===== src/rtl/riscv_fetch_if.sv =====
// Fetch-unit bundle: redirect input, instruction memory port and decode-side queue head.
// master = fetch unit, slave = surrounding core / memory / decode.
interface riscv_fetch_if;
  logic        redirect_valid;
  logic [31:0] redirect_pc;
  logic        imem_req;
  logic [13:0] imem_addr;
  logic [31:0] imem_rdata;
  logic        out_valid;
  logic        out_ready;
  logic [31:0] out_instr;
  logic [31:0] out_pc;
  logic        out_misaligned;

  modport master (
    input  redirect_valid, redirect_pc, imem_rdata, out_ready,
    output imem_req, imem_addr, out_valid, out_instr, out_pc, out_misaligned
  );

  modport slave (
    output redirect_valid, redirect_pc, imem_rdata, out_ready,
    input  imem_req, imem_addr, out_valid, out_instr, out_pc, out_misaligned
  );
endinterface


===== src/rtl/riscv_fetch.sv =====
// RISC-V instruction fetch: issues word reads to a fixed 1-cycle memory and queues
// {instr, pc, misaligned} entries for decode, with flush/restart on redirect.
module riscv_fetch #(
  parameter logic [31:0] RESET_PC = 32'h8000_0000,
  parameter int          DEPTH    = 2
) (
  input  logic          clk,
  input  logic          resetn,
  riscv_fetch_if.master bus
);
  localparam int PTR_W = $clog2(DEPTH);
  localparam int CNT_W = $clog2(DEPTH + 1);
  localparam int OCC_W = CNT_W + 1;

  typedef enum logic {RUN, HALT_MISALIGNED} mode_e;

  mode_e            mode_q, mode_d;
  logic [31:0]      fetch_pc_q, fetch_pc_d;
  logic [CNT_W-1:0] count_q, count_d;
  logic [PTR_W-1:0] rd_ptr_q, rd_ptr_d;
  logic [PTR_W-1:0] wr_ptr_q, wr_ptr_d;
  logic             inflight_q, inflight_d;
  logic [31:0]      inflight_pc_q;

  logic [31:0]      fifo_instr_q [DEPTH];
  logic [31:0]      fifo_pc_q    [DEPTH];
  logic             fifo_mis_q   [DEPTH];

  logic             head_valid;
  logic             pop;
  logic             aligned;
  logic             room;
  logic             issue;
  logic             push_mark;
  logic             push;
  logic [OCC_W-1:0] occ;
  logic [31:0]      push_instr;
  logic [31:0]      push_pc;

  always_comb begin
    head_valid = (count_q != '0);
    pop        = head_valid && bus.out_ready;
    aligned    = (fetch_pc_q[1:0] == 2'b00);
    // Slots committed after this cycle: queued + returning response - leaving head.
    occ        = OCC_W'(count_q) + OCC_W'(inflight_q) - OCC_W'(pop);
    room       = (occ < OCC_W'(DEPTH));
    issue      = resetn && !bus.redirect_valid && (mode_q == RUN) && aligned && room;
    // A misaligned target is only ever loaded by redirect/reset, so nothing is in flight.
    push_mark  = (mode_q == RUN) && !aligned && !inflight_q && room;
    push       = inflight_q || push_mark;
    push_instr = push_mark ? 32'h0 : bus.imem_rdata;
    push_pc    = push_mark ? fetch_pc_q : inflight_pc_q;
  end

  always_comb begin
    mode_d     = mode_q;
    fetch_pc_d = fetch_pc_q;
    count_d    = count_q;
    rd_ptr_d   = rd_ptr_q;
    wr_ptr_d   = wr_ptr_q;
    inflight_d = inflight_q;
    if (bus.redirect_valid) begin
      mode_d     = RUN;
      fetch_pc_d = bus.redirect_pc;
      count_d    = '0;
      rd_ptr_d   = '0;
      wr_ptr_d   = '0;
      inflight_d = 1'b0;
    end else begin
      inflight_d = issue;
      if (issue)     fetch_pc_d = fetch_pc_q + 32'd4;
      if (push_mark) mode_d     = HALT_MISALIGNED;
      if (push)      wr_ptr_d   = wr_ptr_q + PTR_W'(1);
      if (pop)       rd_ptr_d   = rd_ptr_q + PTR_W'(1);
      count_d = count_q + CNT_W'(push) - CNT_W'(pop);
    end
  end

  always_ff @(posedge clk) begin
    if (!resetn) begin
      mode_q     <= RUN;
      fetch_pc_q <= RESET_PC;
      count_q    <= '0;
      rd_ptr_q   <= '0;
      wr_ptr_q   <= '0;
      inflight_q <= 1'b0;
    end else begin
      mode_q     <= mode_d;
      fetch_pc_q <= fetch_pc_d;
      count_q    <= count_d;
      rd_ptr_q   <= rd_ptr_d;
      wr_ptr_q   <= wr_ptr_d;
      inflight_q <= inflight_d;
    end
  end

  // Datapath storage carries no reset; occupancy gates every read of it.
  always_ff @(posedge clk) begin
    if (issue) inflight_pc_q <= fetch_pc_q;
    if (push) begin
      fifo_instr_q[wr_ptr_q] <= push_instr;
      fifo_pc_q[wr_ptr_q]    <= push_pc;
      fifo_mis_q[wr_ptr_q]   <= push_mark;
    end
  end

  assign bus.imem_req       = issue;
  assign bus.imem_addr      = fetch_pc_q[13:0];
  assign bus.out_valid      = head_valid;
  assign bus.out_instr      = head_valid ? fifo_instr_q[rd_ptr_q] : 32'h0;
  assign bus.out_pc         = head_valid ? fifo_pc_q[rd_ptr_q]    : 32'h0;
  assign bus.out_misaligned = head_valid && fifo_mis_q[rd_ptr_q];
endmodule


===== src/flat_wrapper.sv =====
// flat-port wrapper written by rule: the top's interface ports become plain ports
module riscv_fetch_flat 
#(
  parameter logic [31:0] RESET_PC = 32'h8000_0000,
  parameter int          DEPTH    = 2
)
  (clk, resetn, bus_redirect_valid, bus_redirect_pc, bus_imem_rdata, bus_out_ready, bus_imem_req, bus_imem_addr, bus_out_valid, bus_out_instr, bus_out_pc, bus_out_misaligned);
  riscv_fetch_if bus_i ();
  input  logic clk;
  input  logic resetn;
  input wire logic [$bits(bus_i.redirect_valid)-1:0] bus_redirect_valid;
  input wire logic [$bits(bus_i.redirect_pc)-1:0] bus_redirect_pc;
  input wire logic [$bits(bus_i.imem_rdata)-1:0] bus_imem_rdata;
  input wire logic [$bits(bus_i.out_ready)-1:0] bus_out_ready;
  output wire logic [$bits(bus_i.imem_req)-1:0] bus_imem_req;
  output wire logic [$bits(bus_i.imem_addr)-1:0] bus_imem_addr;
  output wire logic [$bits(bus_i.out_valid)-1:0] bus_out_valid;
  output wire logic [$bits(bus_i.out_instr)-1:0] bus_out_instr;
  output wire logic [$bits(bus_i.out_pc)-1:0] bus_out_pc;
  output wire logic [$bits(bus_i.out_misaligned)-1:0] bus_out_misaligned;
  assign bus_i.redirect_valid = bus_redirect_valid;
  assign bus_i.redirect_pc = bus_redirect_pc;
  assign bus_i.imem_rdata = bus_imem_rdata;
  assign bus_i.out_ready = bus_out_ready;
  assign bus_imem_req = bus_i.imem_req;
  assign bus_imem_addr = bus_i.imem_addr;
  assign bus_out_valid = bus_i.out_valid;
  assign bus_out_instr = bus_i.out_instr;
  assign bus_out_pc = bus_i.out_pc;
  assign bus_out_misaligned = bus_i.out_misaligned;
  riscv_fetch #(.RESET_PC(RESET_PC), .DEPTH(DEPTH)) u_core (.clk(clk), .resetn(resetn), .bus(bus_i));
endmodule

===== config.mk =====
export PLATFORM = sky130hd
export DESIGN_NAME = riscv_fetch_flat
export DESIGN_NICKNAME = d
export VERILOG_FILES = /design/src/rtl/riscv_fetch_if.sv /design/src/rtl/riscv_fetch.sv /design/src/flat_wrapper.sv
export SDC_FILE = /design/constraint.sdc
export NUM_CORES = 1
export LEC_CHECK = 0
export CAP_MARGIN = 20
export CORE_ASPECT_RATIO = 1.2
export CORE_MARGIN = 4
export CORE_UTILIZATION = 53
export DETAILED_ROUTE_END_ITERATION = 10
export MAX_ROUTING_LAYER = met4
export PLACE_DENSITY = 0.91
export SETUP_SLACK_MARGIN = 0.3
export SYNTH_ARGS = -nofsm -noshare
export SYNTH_HDL_FRONTEND = slang
export SYNTH_SLANG_ARGS = --single-unit
export TNS_END_PERCENT = 30

===== constraint.sdc =====
create_clock -name clk -period 6.2 [get_ports clk]
set_input_delay 0.62 -clock clk [delete_from_list [all_inputs] [get_ports clk]]
set_output_delay 0.62 -clock clk [all_outputs]
set_load 0.005 [all_outputs]

==> results.py, run 1 <==
metrics = {
    "setup_path": {
        "cp-endpoint": "bus_imem_req",
        "r2r_slack_ps": 2270,
        "start_kind": "register",
        "cp.arrival_ps": 4170,
        "r2r_cells": 10,
        "r2r_end": "u_core.fifo_pc_q[0][14]",
        "worstPathMaxFanout": 35,
        "critPathRequiredTime_ps": 5580,
        "r2r-start": "u_core.count_q[1]",
        "cp-end-kind": "primary output",
        "cp-startpoint": "u_core.count_q[1]",
        "critPathKind": "register to primary output",
    },
    "die": {
        "dieArea_sq_mm": 0.0186,
        "initial_core_util_pct": 53.8,
        "ios": 149,
        "coreArea_sq_mm": 0.0162,
        "num_rows": 51,
        "die_y_microns": 149,
        "die_w_microns": 125,
    },
    "clock_tree": {
        "cts_root_buf": "clkbuf_16",
        "cts_resized": 0,
        "cts.path.max_buffers": 3,
        "numClockSinks": 201,
        "cts_setup_buffers": 0,
        "h-tree-depth": 1,
        "numCtsBuffers": 19,
        "hold_buffers": 0,
        "cts_tree": "built",
        "clk_pin_slew_ps": 70,
        "clock_latency_ps": 480,
    },
    "global_route": {
        "grt_use_total_pct": 19.8,
        "grt_pass1_vias": 5772,
        "grt_pass1_wl_microns": 29000,
        "grt_max_degree": 66,
        "grt-ovfl-total": 0,
        "antenna_found_initial": 0,
    },
    "place": {
        "placed_cell_area_sq_mm": 0.0103,
        "io_buffer_count": 148,
        "gp_congestion": 0.843,
        "dp_hpwl_microns": 11600,
    },
    "timing": {
        "finalHoldViolCount": 0,
        "setup_viol": 0,
        "setup_tns_ps": 0,
        "maxSlewHeadroom_pct": 42.2,
        "worstMarginPinSlew_ps": 865,
        "max_freq_mhz": 209,
        "rsz0062_at_grt": "no",
        "layout_min_cycle_time_ps": 4790,
        "clock_skew_ps": 9.93,
        "finalCritPeriodShare_pct": 77.2,
        "maxSlewViolCount": 0,
    },
    "layout": {
        "fin_area_sq_mm": 0.0109,
        "num-nets-final": 859,
        "drive_gt1_share_pct": 9.39,
        "area_growth_pct": 24.9,
        "insertedDiodeCount": 0,
    },
    "power_and_ir_drop": {
        "p_sw_share_pct": 25.7,
        "clock_power_share_pct": 30.0,
        "seqPwrFrac_pct": 50.1,
        "p_switching_uw": 913,
        "irDropWorstVdd_mv": 0.203,
        "p_int_mw": 2.64,
        "combPwrFrac_pct": 19.9,
        "power.leakage_nw": 3.56,
        "powerDensity_mw_per_mm2": 326,
    },
    "synth": {
        "synth_top_area_share_pct": 55.8,
        "synth-main-ff-cell": "edfxtp_1",
        "synth_edf_count": 162,
        "synth-async-reset-ratio_pct": 0,
        "netlist_area_sq_mm": 0.00872,
        "yosysSeqAreaShare_pct": 64.7,
        "synth_cell_types": 44,
        "yosys.area.top_type": "edfxtp_1",
        "ys_seq_elements": 201,
        "synth_warnings": 0,
        "syn-num-nets": 735,
        "avgSynthCellArea_sq_um": 13.2,
        "netlist_top_cells_area": "edfxtp_1 (56%), dfxtp_1 (9.0%), mux2i_1 (7.7%), mux2_2 (4.1%), nor2_1 (3.5%)",
        "synthCells": 663,
    },
    "routing": {
        "wl_per_cell_microns": 18.0,
        "drt_iter0_markers": 468,
        "antenna_left": 0,
        "drc": 0,
        "drtPass1Iterations": 5,
        "drt-total-wl_microns": 18200,
        "num_vias": 5729,
        "viasPerCell": 5.67,
    },
    "hold_path": {
        "hp-class": "register to register",
    },
    "outcome": {
        "status": "completed",
    },
    "job": {
        "drv_cap": 0,
    },
}
registers in the layout (all words and copies together), names as in the netlist, 2 cells and up, named ones only:
name	cells
u_core.count_q	2
u_core.inflight_pc_q	32
u_core.fetch_pc_q	32
u_core.fifo_mis_q	2
u_core.fifo_instr_q	64
u_core.fifo_pc_q	64
synthesized netlist by cell type, types with 3 or more instances:
cell type    n
a311oi_1     3
mux2i_1     67
nand2_1     18
nor2b_1     34
and3_1       5
buf_2        7
a21oi_1      4
nand4_1      8
o21ai_0     26
nand2b_1     3
inv_1       13
and4_1       6
dfxtp_1     39
buf_4       14
o311ai_0     5
clkbuf_1    23
nor4_1       4
nor2_1      82
or4_1       14
ha_1         3
mux2_2      32
xnor2_1      3
nand3_1     16
o31ai_1     10
buf_1        8
a31oi_1     20
nor3_1       3
edfxtp_1   162
or3_1        8
xor2_1       5
per-stage QoR:
stage / std cells / setup slack, ps / power, mW / util (%) / hold WS (ps)
2_1_floorplan: 663 / 514 / 2.20 / - / 447
3_3_place_gp: 977 / 1510 / 2.48 / 63.5 / 479
3_5_place_dp: 977 / 1440 / 2.52 / 63.5 / 482
4_1_cts: 1010 / 1400 / 3.58 / 67.0 / 505
5_1_grt: 1011 / 1160 / 3.71 / 67.2 / 526
6_report: 1011 / 1410 / 3.55 / 67.2 / 506
worst max-delay path, cell delays in order (launching register included):
cell	delay (ps)
dfxtp_1	410
nor2_4	120
inv_1	50
and2_1	180
ha_1	340
nand2b_1	170
fa_1	520
nor4b_4	440
nand3_2	290
inv_1	120
buf_4	430
clkdlybuf4s50_1	600
power groups by stage:
stage	Sequential (mW)	Combinational, mW	Clock [mW]
detailed placement	1.81	0.707	0
finish	1.78	0.707	1.07
floorplan	1.79	0.417	0
global route	1.79	0.772	1.14
CTS	1.78	0.712	1.08
global placement	1.80	0.682	0
layer usage:
layer  share of wire (%)  GRT usage [%]
met4                 2.4           7.00
met5                   0              -
met3                 6.0           3.09
met2                  50           33.2
met1                  41           24.6
area by class of cell:
class                           instances  area, sq um
Multi-Input combinational cell        396         2790
Fill cell                            1129         5320
Clock inverter                         12         81.3
Tap cell                              212          265
Sequential cell                       201         5650
Inverter                               13         48.8
Timing Repair Buffer                  156         1570
Clock buffer                           21          483
worst min path at each step:
stage / from / endpoint / slack, ps / cells after the start
floorplan: u_core.fetch_pc_q[31] / u_core.inflight_pc_q[31] / 450 / 0
global placement: u_core.fetch_pc_q[31] / u_core.inflight_pc_q[31] / 480 / 0
detailed placement: u_core.fetch_pc_q[31] / u_core.inflight_pc_q[31] / 480 / 0
CTS: u_core.fetch_pc_q[31] / u_core.inflight_pc_q[31] / 510 / 0
global route: u_core.fetch_pc_q[31] / u_core.inflight_pc_q[31] / 530 / 0
finish: u_core.fetch_pc_q[31] / u_core.inflight_pc_q[31] / 510 / 0
cells in the final DEF (no fill, tap or decap), types with 10 or more instances in the layout:
cell type and n:
o21ai_0 26, or4_1 14, nand3_1 16, dfxtp_1 38, nand2_1 18, clkdlybuf4s50_1 148, edfxtp_1 162, clkbuf_16 19
o31ai_1 10, inv_1 13, mux2i_1 67, nor2b_1 33, nor2_1 80, mux2_2 32, a31oi_1 20
cells by family (layout without fill, tap and decap cells):
family,after synthesis,count (layout),share of synthesized area (%)
xor+xnor,9,9,0.990
buf+inv,66,202,3.63
fa+ha+maj,4,4,0.660
compound gates,76,76,5.59
simple gates,208,208,12.6
flops,201,201,64.7
mux,99,99,11.8
No activity file was read; power rests on OpenSTA's default activity.
==> run 2: changes to the inputs <==
--- a/config.mk
+++ b/config.mk
@@ -8,10 +8,10 @@
 export CAP_MARGIN = 20
 export CORE_ASPECT_RATIO = 1.2
 export CORE_MARGIN = 4
-export CORE_UTILIZATION = 53
+export CORE_UTILIZATION = 48
 export DETAILED_ROUTE_END_ITERATION = 10
 export MAX_ROUTING_LAYER = met4
-export PLACE_DENSITY = 0.91
+export PLACE_DENSITY = 0.87
 export SETUP_SLACK_MARGIN = 0.3
 export SYNTH_ARGS = -nofsm -noshare
 export SYNTH_HDL_FRONTEND = slang
==> constraint.sdc (replaced) <==
create_clock -name clk -period 4.3 [get_ports clk]
set_input_delay 0.43 -clock clk [delete_from_list [all_inputs] [get_ports clk]]
set_output_delay 0.43 -clock clk [all_outputs]
set_load 0.005 [all_outputs]
==> run 2 against run 1 <==
Setup slack got worse by 940 ps. Sequential cell count did not move. Sequential power rose by 44%. First-iteration DRC count rose by 6.2%. Cell area rose by 1.9%. Combinational power rose by 51%. Sequential share of layout area fell by 0.98 points. Power rose by 53%. Clock skew fell by 1.3 ps. Critical endpoint unchanged. Highest routed layer unchanged.
==> results.py, run 2 (synthesized netlist as in run 1, its figures left out) <==
metrics = {
    "layout": {
        "largest_registers": "u_core.fifo_instr_q x64, u_core.fifo_pc_q x64",
        "final_core_util_pct": 62.7,
        "area_growth_pct": 27.3,
        "drive_gt1_share_pct": 11.1,
        "final_cell_mix": "edfxtp_1 (162), clkdlybuf4s50_1 (148), nor2_1 (80), mux2i_1 (67), dfxtp_1 (37)",
        "final_common_cell": "edfxtp_1",
        "num-nets-final": 868,
        "insertedDiodeCount": 0,
        "fin_area_sq_mm": 0.0111,
        "post_layout_nonfiller_instances": 1030,
    },
    "global_route": {
        "antenna_found_initial": 0,
        "grt_use_total_pct": 19.1,
        "grt_pass1_wl_microns": 30000,
        "grt_max_degree": 66,
        "grt_pass1_vias": 5908,
        "grt-ovfl-total": 0,
    },
    "die": {
        "initial_core_util_pct": 49.3,
        "num_rows": 53,
        "coreArea_sq_mm": 0.0177,
        "ios": 149,
        "die_y_microns": 156,
        "die_w_microns": 131,
        "dieArea_sq_mm": 0.0204,
    },
    "timing": {
        "clock_skew_ps": 8.61,
        "max_freq_mhz": 262,
        "setup_viol": 0,
        "finalWorstSetupSlack_ps": 477,
        "finalCritPeriodShare_pct": 88.9,
        "maxSlewViolCount": 0,
        "setup_tns_ps": 0,
        "worst_hold_slack_ps": 510,
        "layout_min_cycle_time_ps": 3820,
        "maxSlewHeadroom_pct": 52.0,
        "worstMarginPinSlew_ps": 720,
        "rsz0062_at_grt": "no",
        "finalHoldViolCount": 0,
    },
    "hold_path": {
        "worstHoldEndpoint": "u_core.inflight_pc_q[31]",
        "hold_depth": 0,
        "holdCritStartpoint": "u_core.fetch_pc_q[31]",
        "hp-class": "register to register",
    },
    "place": {
        "gp_congestion": 0.844,
        "placed_cells": 992,
        "placed_cell_area_sq_mm": 0.0104,
        "place_ws_ps": 544,
        "io_buffer_count": 148,
        "dp_hpwl_microns": 12300,
    },
    "power_and_ir_drop": {
        "power.leakage_nw": 3.66,
        "powerDensity_mw_per_mm2": 489,
        "finalPower_mw": 5.43,
        "irDropWorstVdd_mv": 0.396,
    },
    "routing": {
        "antenna_left": 0,
        "m1WireLength_microns": 7990,
        "drt_iter0_markers": 497,
        "dr_wl_met3_microns": 1250,
        "topRoutingLayerUsed": "met4",
        "drc": 0,
        "drtPass1Iterations": 5,
        "viasPerCell": 5.64,
        "wl_met2_microns": 9750,
        "wl_per_cell_microns": 18.8,
        "drt-total-wl_microns": 19400,
        "num_vias": 5809,
    },
    "clock_tree": {
        "numCtsBuffers": 20,
        "numClockSinks": 201,
        "h-tree-depth": 1,
        "clock_latency_ps": 480,
        "hold_buffers": 0,
        "cts.path.max_buffers": 3,
        "cts_root_buf": "clkbuf_16",
        "cts_tree": "built",
        "clk_pin_slew_ps": 60,
    },
    "setup_path": {
        "cp.arrival_ps": 3390,
        "critPathRequiredTime_ps": 3870,
        "r2r_cells": 11,
        "r2r-start": "u_core.count_q[1]",
        "cp-end-kind": "primary output",
        "start_kind": "register",
        "r2r_end": "u_core.fetch_pc_q[27]",
        "worstPathMaxFanout": 12,
        "r2r_slack_ps": 740,
        "critPathKind": "register to primary output",
    },
    "job": {
        "drv_cap": 0,
    },
    "outcome": {
        "status": "completed",
    },
}
-- run 2: cell count changes in the layout (fill, tap and decap cells not counted), sizes merged --
| cell | previous run | this run |
|---|---|---|
| bufinv | 1 | 2 |
| clkinv | 10 | 4 |
| buf | 8 | 16 |
| inv | 14 | 13 |
| clkinvlp | 0 | 1 |
| clkbuf | 21 | 29 |
-- run 2: what timing repair did --
| item | in CTS | in global routing |
|---|---|---|
| gates resized for setup | 1 | 2 |
| setup endpoints to repair | 1 | 1 |
| cloned | 0 | 0 |
| setup buffers | 0 | 2 |
| pin swaps | 0 | 1 |
-- run 2: area by class of cell --
type | count | area (sq um)
fillers | 1326 | 6600
flip-flops and latches | 201 | 5650
inverters | 13 | 48.8
clock inverters | 7 | 86.3
clock buffers | 29 | 607
multi-input cells | 396 | 2810
well taps | 220 | 275
repair buffers | 164 | 1630
-- run 2: metal layers --
metal | vias up | track usage (%)
li1 | 2736 | -
met1 | 2801 | 23.6
met2 | 234 | 32.6
met3 | 38 | 2.77
met4 | 0 | 5.54
met5 | - | -
-- run 2: worst max-delay path by stage --
stage | from | end | slack (ps) | cells past startpoint
4_1_cts | u_core.count_q[1] | bus_imem_req | 310 | 10
3_3_place_gp | bus_out_ready | u_core.fifo_pc_q[0][23] | 630 | 9
5_1_grt | u_core.count_q[1] | bus_imem_req | 300 | 10
2_1_floorplan | u_core.count_q[1] | u_core.fifo_instr_q[0][0] | -120 | 9
6_report | u_core.count_q[1] | bus_imem_req | 480 | 10
3_5_place_dp | bus_out_ready | u_core.fetch_pc_q[27] | 540 | 10
-- run 2: worst max-delay path: stages, from the launching register on --
cell             delay (ps)
dfxtp_2                 390
nor2_4                  100
inv_1                    50
and2_1                  180
ha_1                    350
nand2b_1                180
fa_1                    530
nor4b_4                 290
nand3_4                 200
inv_1                   130
clkdlybuf4s50_1         510
-- run 2: power by group --
| part | switching, mW | internal [mW] |
|---|---|---|
| logic | 0.556 | 0.510 |
| clock network | 0.695 | 1.10 |
| registers | 0.114 | 2.45 |
